`config.mk`:
```
export PLATFORM = sky130hd
export DESIGN_NAME = ahb_lite_master_bridge_flat
export DESIGN_NICKNAME = d
export VERILOG_FILES = /design/src/rtl/ahb_lite_pkg.sv /design/src/rtl/ahb_lite_master_bridge_if.sv /design/src/rtl/ahb_lite_master_bridge_addr_gen.sv /design/src/rtl/ahb_lite_master_bridge.sv /design/src/flat_wrapper.sv
export SDC_FILE = /design/constraint.sdc
export NUM_CORES = 1
export LEC_CHECK = 0
export CORE_ASPECT_RATIO = 0.5
export CORE_UTILIZATION = 53
export DETAILED_ROUTE_END_ITERATION = 10
export PLACE_DENSITY = 0.9
export SYNTH_ARGS = -nofsm -noshare
export SYNTH_HDL_FRONTEND = slang
export SYNTH_HIERARCHICAL = 1
export SYNTH_SLANG_ARGS = --single-unit
```
`constraint.sdc`:
```
create_clock -name HCLK -period 4.8 [get_ports HCLK]
set_input_delay 0.48 -clock HCLK [delete_from_list [all_inputs] [get_ports HCLK]]
set_output_delay 0.48 -clock HCLK [all_outputs]
set_load 0.005 [all_outputs]
```
`src/rtl/ahb_lite_pkg.sv`:
```
// AHB-Lite encodings and burst helpers shared by the master bridge.
// Pure declarations and functions; no state, no latency.
// No flow control of its own.
package ahb_lite_pkg;

  typedef enum logic [1:0] {
    HTRANS_IDLE   = 2'b00,
    HTRANS_BUSY   = 2'b01,
    HTRANS_NONSEQ = 2'b10,
    HTRANS_SEQ    = 2'b11
  } htrans_e;

  typedef enum logic [2:0] {
    HBURST_SINGLE = 3'b000,
    HBURST_INCR   = 3'b001,
    HBURST_INCR4  = 3'b011,
    HBURST_INCR8  = 3'b101,
    HBURST_INCR16 = 3'b111
  } hburst_e;

  typedef enum logic [2:0] {
    HSIZE_BYTE = 3'b000,
    HSIZE_HALF = 3'b001,
    HSIZE_WORD = 3'b010
  } hsize_e;

  localparam logic HRESP_OKAY  = 1'b0;
  localparam logic HRESP_ERROR = 1'b1;

  typedef enum logic [1:0] {
    ST_IDLE,
    ST_ADDR,
    ST_DRAIN,
    ST_REJECT
  } bridge_state_e;

  // Number of bus beats for a cmd_len code
  function automatic logic [4:0] len_to_beats(input logic [1:0] len);
    case (len)
      2'd0:    return 5'd1;
      2'd1:    return 5'd4;
      2'd2:    return 5'd8;
      default: return 5'd16;
    endcase
  endfunction

  // HBURST encoding for a cmd_len code
  function automatic logic [2:0] len_to_hburst(input logic [1:0] len);
    case (len)
      2'd0:    return HBURST_SINGLE;
      2'd1:    return HBURST_INCR4;
      2'd2:    return HBURST_INCR8;
      default: return HBURST_INCR16;
    endcase
  endfunction

  // Copy an LSB-justified beat onto every lane it could occupy
  function automatic logic [31:0] replicate_wdata(input logic [31:0] d, input logic [1:0] size);
    case (size)
      2'd0:    return {4{d[7:0]}};
      2'd1:    return {2{d[15:0]}};
      default: return d;
    endcase
  endfunction

endpackage

```
`src/rtl/ahb_lite_master_bridge_if.sv`:
```
// AHB-Lite bus bundle between one master and the slave fabric.
// Wires only; no latency.
// HREADY from the slave side stalls the master.
interface ahb_lite_master_bridge_if #(
  parameter int ADDR_WIDTH = 16,
  parameter int DATA_WIDTH = 32
);
  logic [ADDR_WIDTH-1:0] HADDR;
  logic                  HWRITE;
  logic [2:0]            HSIZE;
  logic [2:0]            HBURST;
  logic [1:0]            HTRANS;
  logic [DATA_WIDTH-1:0] HWDATA;
  logic [DATA_WIDTH-1:0] HRDATA;
  logic                  HREADY;
  logic                  HRESP;

  modport master (
    output HADDR, HWRITE, HSIZE, HBURST, HTRANS, HWDATA,
    input  HRDATA, HREADY, HRESP
  );

  modport slave (
    input  HADDR, HWRITE, HSIZE, HBURST, HTRANS, HWDATA,
    output HRDATA, HREADY, HRESP
  );
endinterface

```
`src/rtl/ahb_lite_master_bridge_addr_gen.sv`:
```
// Burst address/beat tracking plus legality check of an offered command.
// Check is combinational; address and beat update one cycle after load/step.
// Advances only on step, so bus stalls simply hold it.
module ahb_burst_addr_gen
  import ahb_lite_pkg::*;
#(
  parameter int ADDR_WIDTH = 16
) (
  input  logic                  HCLK,
  input  logic                  HRESETn,
  input  logic                  load,
  input  logic [ADDR_WIDTH-1:0] start_addr,
  input  logic                  step,
  input  logic [1:0]            size,
  input  logic [9:0]            chk_addr,
  input  logic [1:0]            chk_size,
  input  logic [1:0]            chk_len,
  output logic [ADDR_WIDTH-1:0] addr,
  output logic [3:0]            beat,
  output logic                  chk_bad
);

  logic        misaligned;
  logic [11:0] span_end;

  // Offered command is illegal for size 3, misalignment, or running past its 1KB window
  always_comb begin
    misaligned = ((chk_size == 2'd1) && chk_addr[0]) ||
                 ((chk_size == 2'd2) && (chk_addr[1:0] != 2'b00));
    span_end   = {2'b00, chk_addr} + (12'(len_to_beats(chk_len)) << chk_size);
    chk_bad    = (chk_size == 2'd3) || misaligned || (span_end > 12'h400);
  end

  // Reload on a new command, advance address and beat index per accepted beat
  always_ff @(posedge HCLK or negedge HRESETn) begin
    if (!HRESETn) begin
      addr <= '0;
      beat <= '0;
    end else if (load) begin
      addr <= start_addr;
      beat <= '0;
    end else if (step) begin
      addr <= addr + (ADDR_WIDTH'(1) << size);
      beat <= beat + 4'd1;
    end
  end

endmodule

```
`src/rtl/ahb_lite_master_bridge.sv`:
```
// Command/write-data stream to AHB-Lite SINGLE/INCR4/8/16 master, one response per beat.
// First address phase the cycle after cmd accept; response one cycle after each data phase.
// HREADY low freezes the bus; missing write data mid-burst shows BUSY; rsp has no backpressure.
module ahb_lite_master_bridge
  import ahb_lite_pkg::*;
#(
  parameter int ADDR_WIDTH = 16,
  parameter int DATA_WIDTH = 32
) (
  input  logic                  HCLK,
  input  logic                  HRESETn,
  input  logic                  cmd_valid,
  output logic                  cmd_ready,
  input  logic                  cmd_write,
  input  logic [ADDR_WIDTH-1:0] cmd_addr,
  input  logic [1:0]            cmd_size,
  input  logic [1:0]            cmd_len,
  input  logic                  wdata_valid,
  output logic                  wdata_ready,
  input  logic [DATA_WIDTH-1:0] wdata,
  output logic                  rsp_valid,
  output logic [DATA_WIDTH-1:0] rsp_data,
  output logic                  rsp_err,
  output logic                  rsp_last,
  ahb_lite_master_bridge_if.master bus
);

  if (DATA_WIDTH != 32) begin : g_bad_width
    $error("ahb_lite_master_bridge: only DATA_WIDTH=32 is supported");
  end

  bridge_state_e         state_q, state_d;
  htrans_e               htrans;
  logic                  wr_q, hold_q, present, accept, load, chk_bad;
  logic [1:0]            size_q, len_q;
  logic [3:0]            beat, last_idx;
  logic [ADDR_WIDTH-1:0] addr;
  logic [DATA_WIDTH-1:0] wbuf_q, hwdata_q;
  logic                  dp_vld_q, dp_last_q, dp_write_q;

  assign load     = (state_q == ST_IDLE) && cmd_valid && !chk_bad;
  assign last_idx = 4'(len_to_beats(len_q) - 5'd1);

  ahb_burst_addr_gen #(.ADDR_WIDTH(ADDR_WIDTH)) u_addr_gen (
    .HCLK       (HCLK),
    .HRESETn    (HRESETn),
    .load       (load),
    .start_addr (cmd_addr),
    .step       (accept),
    .size       (size_q),
    .chk_addr   (cmd_addr[9:0]),
    .chk_size   (cmd_size),
    .chk_len    (cmd_len),
    .addr       (addr),
    .beat       (beat),
    .chk_bad    (chk_bad)
  );

  assign bus.HADDR  = addr;
  assign bus.HWRITE = wr_q;
  assign bus.HSIZE  = {1'b0, size_q};
  assign bus.HBURST = len_to_hburst(len_q);
  assign bus.HTRANS = htrans;
  assign bus.HWDATA = hwdata_q;

  // State register
  always_ff @(posedge HCLK or negedge HRESETn) begin
    if (!HRESETn) state_q <= ST_IDLE;
    else          state_q <= state_d;
  end

  // Next state and handshake/transfer-type decode; a beat held by a wait state stays presented
  always_comb begin
    state_d     = state_q;
    cmd_ready   = 1'b0;
    wdata_ready = 1'b0;
    present     = 1'b0;
    accept      = 1'b0;
    htrans      = HTRANS_IDLE;
    case (state_q)
      ST_IDLE: begin
        cmd_ready = 1'b1;
        if (cmd_valid) state_d = chk_bad ? ST_REJECT : ST_ADDR;
      end
      ST_ADDR: begin
        present     = !wr_q || wdata_valid || hold_q;
        accept      = present && bus.HREADY;
        wdata_ready = wr_q && wdata_valid && !hold_q;
        if (present) begin
          if (beat == 4'd0) htrans = HTRANS_NONSEQ;
          else              htrans = HTRANS_SEQ;
        end else begin
          if (beat == 4'd0) htrans = HTRANS_IDLE;
          else              htrans = HTRANS_BUSY;
        end
        if (accept && (beat == last_idx)) state_d = ST_DRAIN;
      end
      ST_DRAIN: begin
        if (bus.HREADY) state_d = ST_IDLE;
      end
      ST_REJECT: state_d = ST_IDLE;
      default:   state_d = ST_IDLE;
    endcase
  end

  // Command attributes latched at acceptance, constant for the whole burst
  always_ff @(posedge HCLK or negedge HRESETn) begin
    if (!HRESETn) begin
      wr_q   <= 1'b0;
      size_q <= 2'd0;
      len_q  <= 2'd0;
    end else if (load) begin
      wr_q   <= cmd_write;
      size_q <= cmd_size;
      len_q  <= cmd_len;
    end
  end

  // Write beat capture; HWDATA only changes when its address phase is accepted
  always_ff @(posedge HCLK or negedge HRESETn) begin
    if (!HRESETn) begin
      hold_q   <= 1'b0;
      wbuf_q   <= '0;
      hwdata_q <= '0;
    end else begin
      hold_q <= present && !bus.HREADY;
      if (wdata_ready) wbuf_q <= wdata;
      if (accept && wr_q) hwdata_q <= replicate_wdata(hold_q ? wbuf_q : wdata, size_q);
    end
  end

  // Data-phase tracker, moves only on HREADY
  always_ff @(posedge HCLK or negedge HRESETn) begin
    if (!HRESETn) begin
      dp_vld_q   <= 1'b0;
      dp_last_q  <= 1'b0;
      dp_write_q <= 1'b0;
    end else if (bus.HREADY) begin
      dp_vld_q   <= accept;
      dp_last_q  <= accept && (beat == last_idx);
      dp_write_q <= wr_q;
    end
  end

  // Response beat: rejection at acceptance, or completion of a data phase
  always_ff @(posedge HCLK or negedge HRESETn) begin
    if (!HRESETn) begin
      rsp_valid <= 1'b0;
      rsp_data  <= '0;
      rsp_err   <= 1'b0;
      rsp_last  <= 1'b0;
    end else begin
      rsp_valid <= 1'b0;
      rsp_err   <= 1'b0;
      rsp_last  <= 1'b0;
      if ((state_q == ST_IDLE) && cmd_valid && chk_bad) begin
        rsp_valid <= 1'b1;
        rsp_data  <= '0;
        rsp_err   <= 1'b1;
        rsp_last  <= 1'b1;
      end else if (dp_vld_q && bus.HREADY) begin
        rsp_valid <= 1'b1;
        rsp_data  <= dp_write_q ? '0 : bus.HRDATA;
        rsp_err   <= bus.HRESP;
        rsp_last  <= dp_last_q;
      end
    end
  end

endmodule

```
`src/flat_wrapper.sv`:
```
// flat-port wrapper written by rule: the top's interface ports become plain ports
module ahb_lite_master_bridge_flat import ahb_lite_pkg::*;
#(
  parameter int ADDR_WIDTH = 16,
  parameter int DATA_WIDTH = 32
)
  (HCLK, HRESETn, cmd_valid, cmd_ready, cmd_write, cmd_addr, cmd_size, cmd_len, wdata_valid, wdata_ready, wdata, rsp_valid, rsp_data, rsp_err, rsp_last, bus_HADDR, bus_HWRITE, bus_HSIZE, bus_HBURST, bus_HTRANS, bus_HWDATA, bus_HRDATA, bus_HREADY, bus_HRESP);
  ahb_lite_master_bridge_if #(.ADDR_WIDTH(ADDR_WIDTH), .DATA_WIDTH(DATA_WIDTH)) bus_i ();
  input  logic HCLK;
  input  logic HRESETn;
  input  logic cmd_valid;
  output logic cmd_ready;
  input  logic cmd_write;
  input  logic [ADDR_WIDTH-1:0] cmd_addr;
  input  logic [1:0] cmd_size;
  input  logic [1:0] cmd_len;
  input  logic wdata_valid;
  output logic wdata_ready;
  input  logic [DATA_WIDTH-1:0] wdata;
  output logic rsp_valid;
  output logic [DATA_WIDTH-1:0] rsp_data;
  output logic rsp_err;
  output logic rsp_last;
  output wire logic [$bits(bus_i.HADDR)-1:0] bus_HADDR;
  output wire logic [$bits(bus_i.HWRITE)-1:0] bus_HWRITE;
  output wire logic [$bits(bus_i.HSIZE)-1:0] bus_HSIZE;
  output wire logic [$bits(bus_i.HBURST)-1:0] bus_HBURST;
  output wire logic [$bits(bus_i.HTRANS)-1:0] bus_HTRANS;
  output wire logic [$bits(bus_i.HWDATA)-1:0] bus_HWDATA;
  input wire logic [$bits(bus_i.HRDATA)-1:0] bus_HRDATA;
  input wire logic [$bits(bus_i.HREADY)-1:0] bus_HREADY;
  input wire logic [$bits(bus_i.HRESP)-1:0] bus_HRESP;
  assign bus_HADDR = bus_i.HADDR;
  assign bus_HWRITE = bus_i.HWRITE;
  assign bus_HSIZE = bus_i.HSIZE;
  assign bus_HBURST = bus_i.HBURST;
  assign bus_HTRANS = bus_i.HTRANS;
  assign bus_HWDATA = bus_i.HWDATA;
  assign bus_i.HRDATA = bus_HRDATA;
  assign bus_i.HREADY = bus_HREADY;
  assign bus_i.HRESP = bus_HRESP;
  ahb_lite_master_bridge #(.ADDR_WIDTH(ADDR_WIDTH), .DATA_WIDTH(DATA_WIDTH)) u_core (.HCLK(HCLK), .HRESETn(HRESETn), .cmd_valid(cmd_valid), .cmd_ready(cmd_ready), .cmd_write(cmd_write), .cmd_addr(cmd_addr), .cmd_size(cmd_size), .cmd_len(cmd_len), .wdata_valid(wdata_valid), .wdata_ready(wdata_ready), .wdata(wdata), .rsp_valid(rsp_valid), .rsp_data(rsp_data), .rsp_err(rsp_err), .rsp_last(rsp_last), .bus(bus_i));
endmodule
```
# Word-level counts from Yosys, hierarchy flattened
# Index checks and enable logic that the tools add are counted.
[totals] ff_bits=130 latch_bits=0 mem_bits_rw=0 rom_bits=0 mem_count=0
[op_classes] add_sub_neg=4 multipliers=0 n_div=0 order_cmp=1 n_eq_ne=15 shifts=2 n_mux=31 bitwise=0 n_reduce_logical=31
[op_table] operator="$mux W32" count=4
[op_table] operator="$pmux W32 S2" count=1
[op_table] operator="$mux W16" count=2
[op_table] operator="$add A16 B16 Y16" count=1
[op_table] operator="$shl A1 B2 Y16 const A" count=1
[op_table] operator="$pmux W5 S3" count=1
[op_table] operator="$logic_and A1 B1 Y1" count=13
[op_table] operator="$add A10 B12 Y12" count=1
[op_table] operator="$eq A2 B2 Y1 const B" count=6
[op_table] operator="$gt A12 B11 Y1 const B" count=1
[op_table] operator="$mux W1" count=12
[op_table] operator="$mux W2" count=6
[op_table] operator="$pmux W4 S3" count=1
[op_table] operator="$shl A5 B2 Y12" count=1
[op_table] operator="$eq A2 B1 Y1 const B" count=5
[op_table] operator="$pmux W3 S3" count=1
[op_table] operator="$logic_not A2 Y1" count=4
[op_table] operator="$mux W4" count=2
[op_table] operator="$pmux W2 S4" count=1
[op_table] operator="$reduce_bool A2 Y1" count=3
[op_table] operator="$logic_or A1 B1 Y1" count=5
[op_table] operator="$add A4 B1 Y4 const B" count=1
[op_table] operator="$eq A4 B4 Y1" count=1
[op_table] operator="$logic_not A1 Y1" count=4
[op_table] operator="5 further kinds" count=6

# Depth between registers and ports, before layout
[logic_depth] word_depth=9 depth_mapped=16 depth_no_buf=13

# Hierarchy
# The synthesis kept the hierarchy.
[by_module_without_submodules] module="ahb_lite_master_bridge" n_inst=1 cells_per_inst=462 area_each_um2=5188.7 seq_area_each_um2=2752.6
[by_module_without_submodules] module="ahb_burst_addr_gen" n_inst=1 cells_per_inst=208 area_each_um2=1740.4 seq_area_each_um2=500.5

# Worst setup path after synthesis
# OpenSTA, ideal clock, no wires.
[synth_path] path_type="in2reg" start="input port cmd_len[0]" end="register u_core.u_addr_gen.addr[15]" setup_ps=132 t_arrival_ps=3196 required_time_ps=4668 slack_ps=1472 path_stages=14 path_cell_list="clkbuf_1 nor2b_1 a21oi_1 o32ai_1 ha_1 a21oi_1 o22ai_1 or4_1 a21oi_1 a211oi_1 nor2_2 buf_4 clkbuf_1 o21ai_1"
[synth_via] elab_chain_cells=9
[synth_lines] item="from (decl)" line="flat_wrapper.sv:16" rtl="input logic [1:0] cmd_len;"
[synth_lines] item="$eq A2 B2 Y1 (tied with other cells)" line="ahb_lite_pkg.sv:39" rtl="case (len)"
[synth_lines] item="$pmux W5 S3 (*)" line="ahb_lite_pkg.sv:39"
[synth_lines] item="$shl A5 B2 Y12 (*)" line="ahb_lite_master_bridge_addr_gen.sv:30" rtl="span_end = {2'b00, chk_addr} + (12'(len_to_beats(chk_len)) << chk_size);"
[synth_lines] item="$add A10 B12 Y12 (*)" line="ahb_lite_master_bridge_addr_gen.sv:30"
[synth_lines] item="$gt A12 B11 Y1 (*)" line="ahb_lite_master_bridge_addr_gen.sv:31" rtl="chk_bad = (chk_size == 2'd3) || misaligned || (span_end > 12'h400);"
[synth_lines] item="$logic_or A1 B1 Y1 (*)" line="ahb_lite_master_bridge_addr_gen.sv:31"
[synth_lines] item="via u_core.chk_bad" line="ahb_lite_master_bridge.sv:34" rtl="logic wr_q, hold_q, present, accept, load, chk_bad;"
[synth_lines] item="$logic_not A1 Y1 (*)" line="ahb_lite_master_bridge.sv:41" rtl="assign load = (state_q == ST_IDLE) && cmd_valid && !chk_bad;"
[synth_lines] item="$logic_and A1 B1 Y1 (*)" line="ahb_lite_master_bridge.sv:41"
[synth_lines] item="via u_core.load" line="ahb_lite_master_bridge.sv:34"
[synth_lines] item="$mux W16 / $reduce_bool A2 Y1 (equally long branches)"
[synth_lines] item="to (signal assigned)" line="ahb_lite_master_bridge_addr_gen.sv:40" rtl="addr <= start_addr;"
[synth_lines] item="to (signal assigned)" line="ahb_lite_master_bridge_addr_gen.sv:43" rtl="addr <= addr + (ADDR_WIDTH'(1) << size);"
[synth_lines] item="to (decl)" line="ahb_lite_master_bridge_addr_gen.sv:18" rtl="output logic [ADDR_WIDTH-1:0] addr,"
# The timed path passes the listed nets; every way through them passes the cells marked *.
# A chain may end at the register's enable or synchronous reset.

# Final worst setup path
[layout_path] start="input port cmd_len[0]" end="register u_core.u_addr_gen.addr[10]"
# Same word-level chain as after synthesis.

==> out/metrics.cfg <==
[status]
status = complete, but fails checks
violations = DRC

[synthesis]
synth-seq-cells = 130
synth.area.top_cells = dfrtp_1, mux2_4, nand2_1, mux2_2, nor3b_1
netlist-cell-type-count = 64
synthCells = 670
syn_nets = 776
yosysWarningCount = 6
synthArstFlopShare = 1.00
synth_top_area_frac = 0.469
syn_avg_cell_area_um2 = 10.3
synth_flop_cell = dfrtp_1
syn_area_um2 = 6930
synth_area_leader_cell = dfrtp_1
synth_edf_count = 0
ys_seq_area_frac = 0.469

[clock_tree]
cts_tree = yes
clk_latency_ps = 410
post_cts_resize_count = 0
root_buffer = clkbuf_16
htreeDepth = 4
clk_path_buf_depth = 2
cts_inserted_buffers = 17
cts_sinks = 130
ctsHoldBuffers = 0
clkTransAtPathRegs_ps = 50
post_cts_buffers = 0

[detailed_routing]
antenna_left = 0
dr.first_iter.drc_count = 661
drc = 2
wl_per_cell_um = 18.8
num_vias = 5880
via_per_inst = 5.79
drt_wl_total_um = 19100
firstDrtPassIters = 9

[sta]
worst_slew_pin_slew_ps = 1120
rsz0062_at_grt = false
setup_tns_ps = 0
hold-worst-slack_ps = 269
finalHoldViolations = 0
fmaxAchievable_mhz = 259
fin_skew_ps = 6.59
finalCritPeriodShare = 0.804
setup_viol = 0
period_needed_ps = 3860
maxSlewHeadroom = 0.253
slew_violations = 0

[die]
placementRows = 29
ios = 185
die_h_um = 82.9
die_w_um = 164
coreArea_um2 = 12700
dieArea_um2 = 13600
start_util = 0.546

[placement]
port_buffers = 183
place_congestion = 0.832
dp_hpwl_um = 12700

[critical_path]
path_buf_inv = 2
cp_max_fo = 16
crit_chain = clkdlybuf4s50_1 -> nor2b_1 -> a21oi_1 -> o32ai_1 -> ha_1 -> a21oi_1 -> o22ai_1 -> or4_1 -> a21oi_1 -> a211oi_1 -> nor2_2 -> buf_4 -> nand2_1 -> o21ai_1
cpLargestDelayFamily = simple AND/OR/NAND/NOR gates
end_kind = flip-flop
path_class = in -> reg
cp.required_ps = 5130
cp_data_arrival_time_ps = 4190
cp_common_cell = a21oi_1
cpMaxStageDelayCell = clkdlybuf4s50_1
cpPeakStageDelay_ps = 590
start_kind = primary input

[grt]
overflow = 0
grt_max_degree = 89
antenna_found_initial = 0
grt_pass1_wl_um = 30600
grt_pass1_vias = 5874
grt_usage = 0.292

[job]
cap_violations = 0

[worst_hold_path]
hp-class = in -> async

[cells_and_area]
fillCellCount = 836
drive_gt1_frac = 0.137
syn2layout_area_growth_pct = 35.7
nets = 939
antennaDiodeCount = 0

[power_and_ir_drop]
design_power_total_mw = 5.84
power_leakage_nw = 4.10
power.density_nw_per_um2 = 621
peakVddDrop_mv = 0.324

[worst register-to-register path, delay by kind of cell, from the launching register on]
kind	cells	cell delay [ps]
and+or+nand+nor	2	390
xor gates and xnor gates	1	190
AOI/OAI and AO/OA	4	810
adders and majority gates	1	280
DFF	1	1080
buffers and inverters	1	60
[cell usage in the layout, fill, tap and decap left out, types with 4 or more instances in the layout]
cell             instances
mux2_2                  25
mux2_4                  34
nor3_1                   7
dfrtp_1                129
a21oi_1                 41
xor2_1                   9
a21o_1                   5
o21ai_1                 26
mux2_1                   4
nand3_1                  7
a222oi_1                 8
nand2_1                 85
nor2_1                  55
nand4_1                  4
buf_4                    8
mux2i_1                 20
inv_1                   15
nor2b_1                  6
ha_1                    13
o21ai_0                 28
nor3b_1                 36
xnor2_1                 12
a211oi_1                 4
clkdlybuf4s50_1        182
clkbuf_16               17
[registers in the layout, summed over array words and instances (netlist names), 2 cells and up]
register                flops
u_core/bus.HWDATA          32
u_core/rsp_data            32
u_core/wbuf_q              32
u_core/u_addr_gen/addr     16
u_core/u_addr_gen/beat      4
u_core/len_q                2
u_core/size_q               2
u_core/state_q              2
[area by class of cell]
class	count	area (µm²)	area share
repair buffers	190	1880	0.200
well taps	170	213	0.0226
inverters	16	60.1	0.00639
clock buffers	23	478	0.0508
flip-flops and latches	130	3250	0.346
clock inverters	9	129	0.0137
multi-input cells	478	3390	0.360
[report_power, final]
part	leakage, nW	internal, mW	switching [mW]
Combinational	2.19	1.38	1.11
Clock	0.293	0.857	0.466
Sequential	1.62	1.58	0.453
[through the flow]
stage | utilization | instances | setup WS (ps) | instance area, µm²
final | 0.740 | 1016 | 941 | 9400
after global routing | 0.740 | 1016 | 601 | 9400
after CTS | 0.740 | 1016 | 971 | 9400
after detailed placement | 0.693 | 984 | 572 | 8800
after global placement | 0.693 | 984 | 776 | 8800
after floorplan | - | 670 | 1470 | 6930
[kinds of logic (layout without fill, tap and decap cells)]
logic type | after synthesis | count (layout) | synth area share
compound gates | 133 | 133 | 0.116
xor+xnor | 21 | 21 | 0.0265
fa+ha+maj | 15 | 15 | 0.0293
buf+inv | 62 | 238 | 0.0444
flops | 130 | 130 | 0.469
mux | 83 | 83 | 0.150
other cells | 1 | 1 | 0.000541
simple gates | 225 | 225 | 0.164
[Yosys cell counts, drive strengths merged, types with 2 or more instances]
| cell | n |
|---|---|
| o21bai | 2 |
| clkbuf | 19 |
| a21o | 5 |
| a211oi | 4 |
| nand4b | 2 |
| and3 | 3 |
| nor3 | 8 |
| mux2 | 63 |
| fa | 2 |
| nand4 | 4 |
| o22ai | 3 |
| nor2 | 57 |
| buf | 27 |
| xor2 | 9 |
| o21ai | 55 |
| dfrtp | 130 |
| nand2b | 3 |
| xnor2 | 12 |
| ha | 13 |
| mux2i | 20 |
| a21oi | 43 |
| nor4 | 3 |
| a222oi | 8 |
| nand3 | 7 |
| inv | 16 |
| nor3b | 38 |
| nor2b | 7 |
| nand2 | 87 |
| o31a | 2 |
[per-layer routing]
metal / global-route usage / up-vias / share of wire
met4: 0.117 / 0 / 0.035
met3: 0.0599 / 58 / 0.069
li1: - / 2663 / -
met1: 0.375 / 2895 / 0.41
met2: 0.484 / 264 / 0.49
met5: 0 / - / 0
[worst paths after layout]
check                                 startpoint                         end  slack (ps)  cells past startpoint
max                                   cmd_len[0]  u_core/u_addr_gen/addr[10]         940                     14
min in group HCLK          u_core/bus.HWDATA[14]       u_core/bus.HWDATA[14]         480                      2
min reg2reg                u_core/bus.HWDATA[14]       u_core/bus.HWDATA[14]         480                      2
max in group asynchronous                HRESETn       u_core/bus.HWDATA[25]        3340                      2
max reg2reg                     u_core/size_q[1]   u_core/u_addr_gen/addr[7]        1860                      9
min                                      HRESETn            u_core/wbuf_q[6]         270                      1
Power figures use the tool's default switching activity.
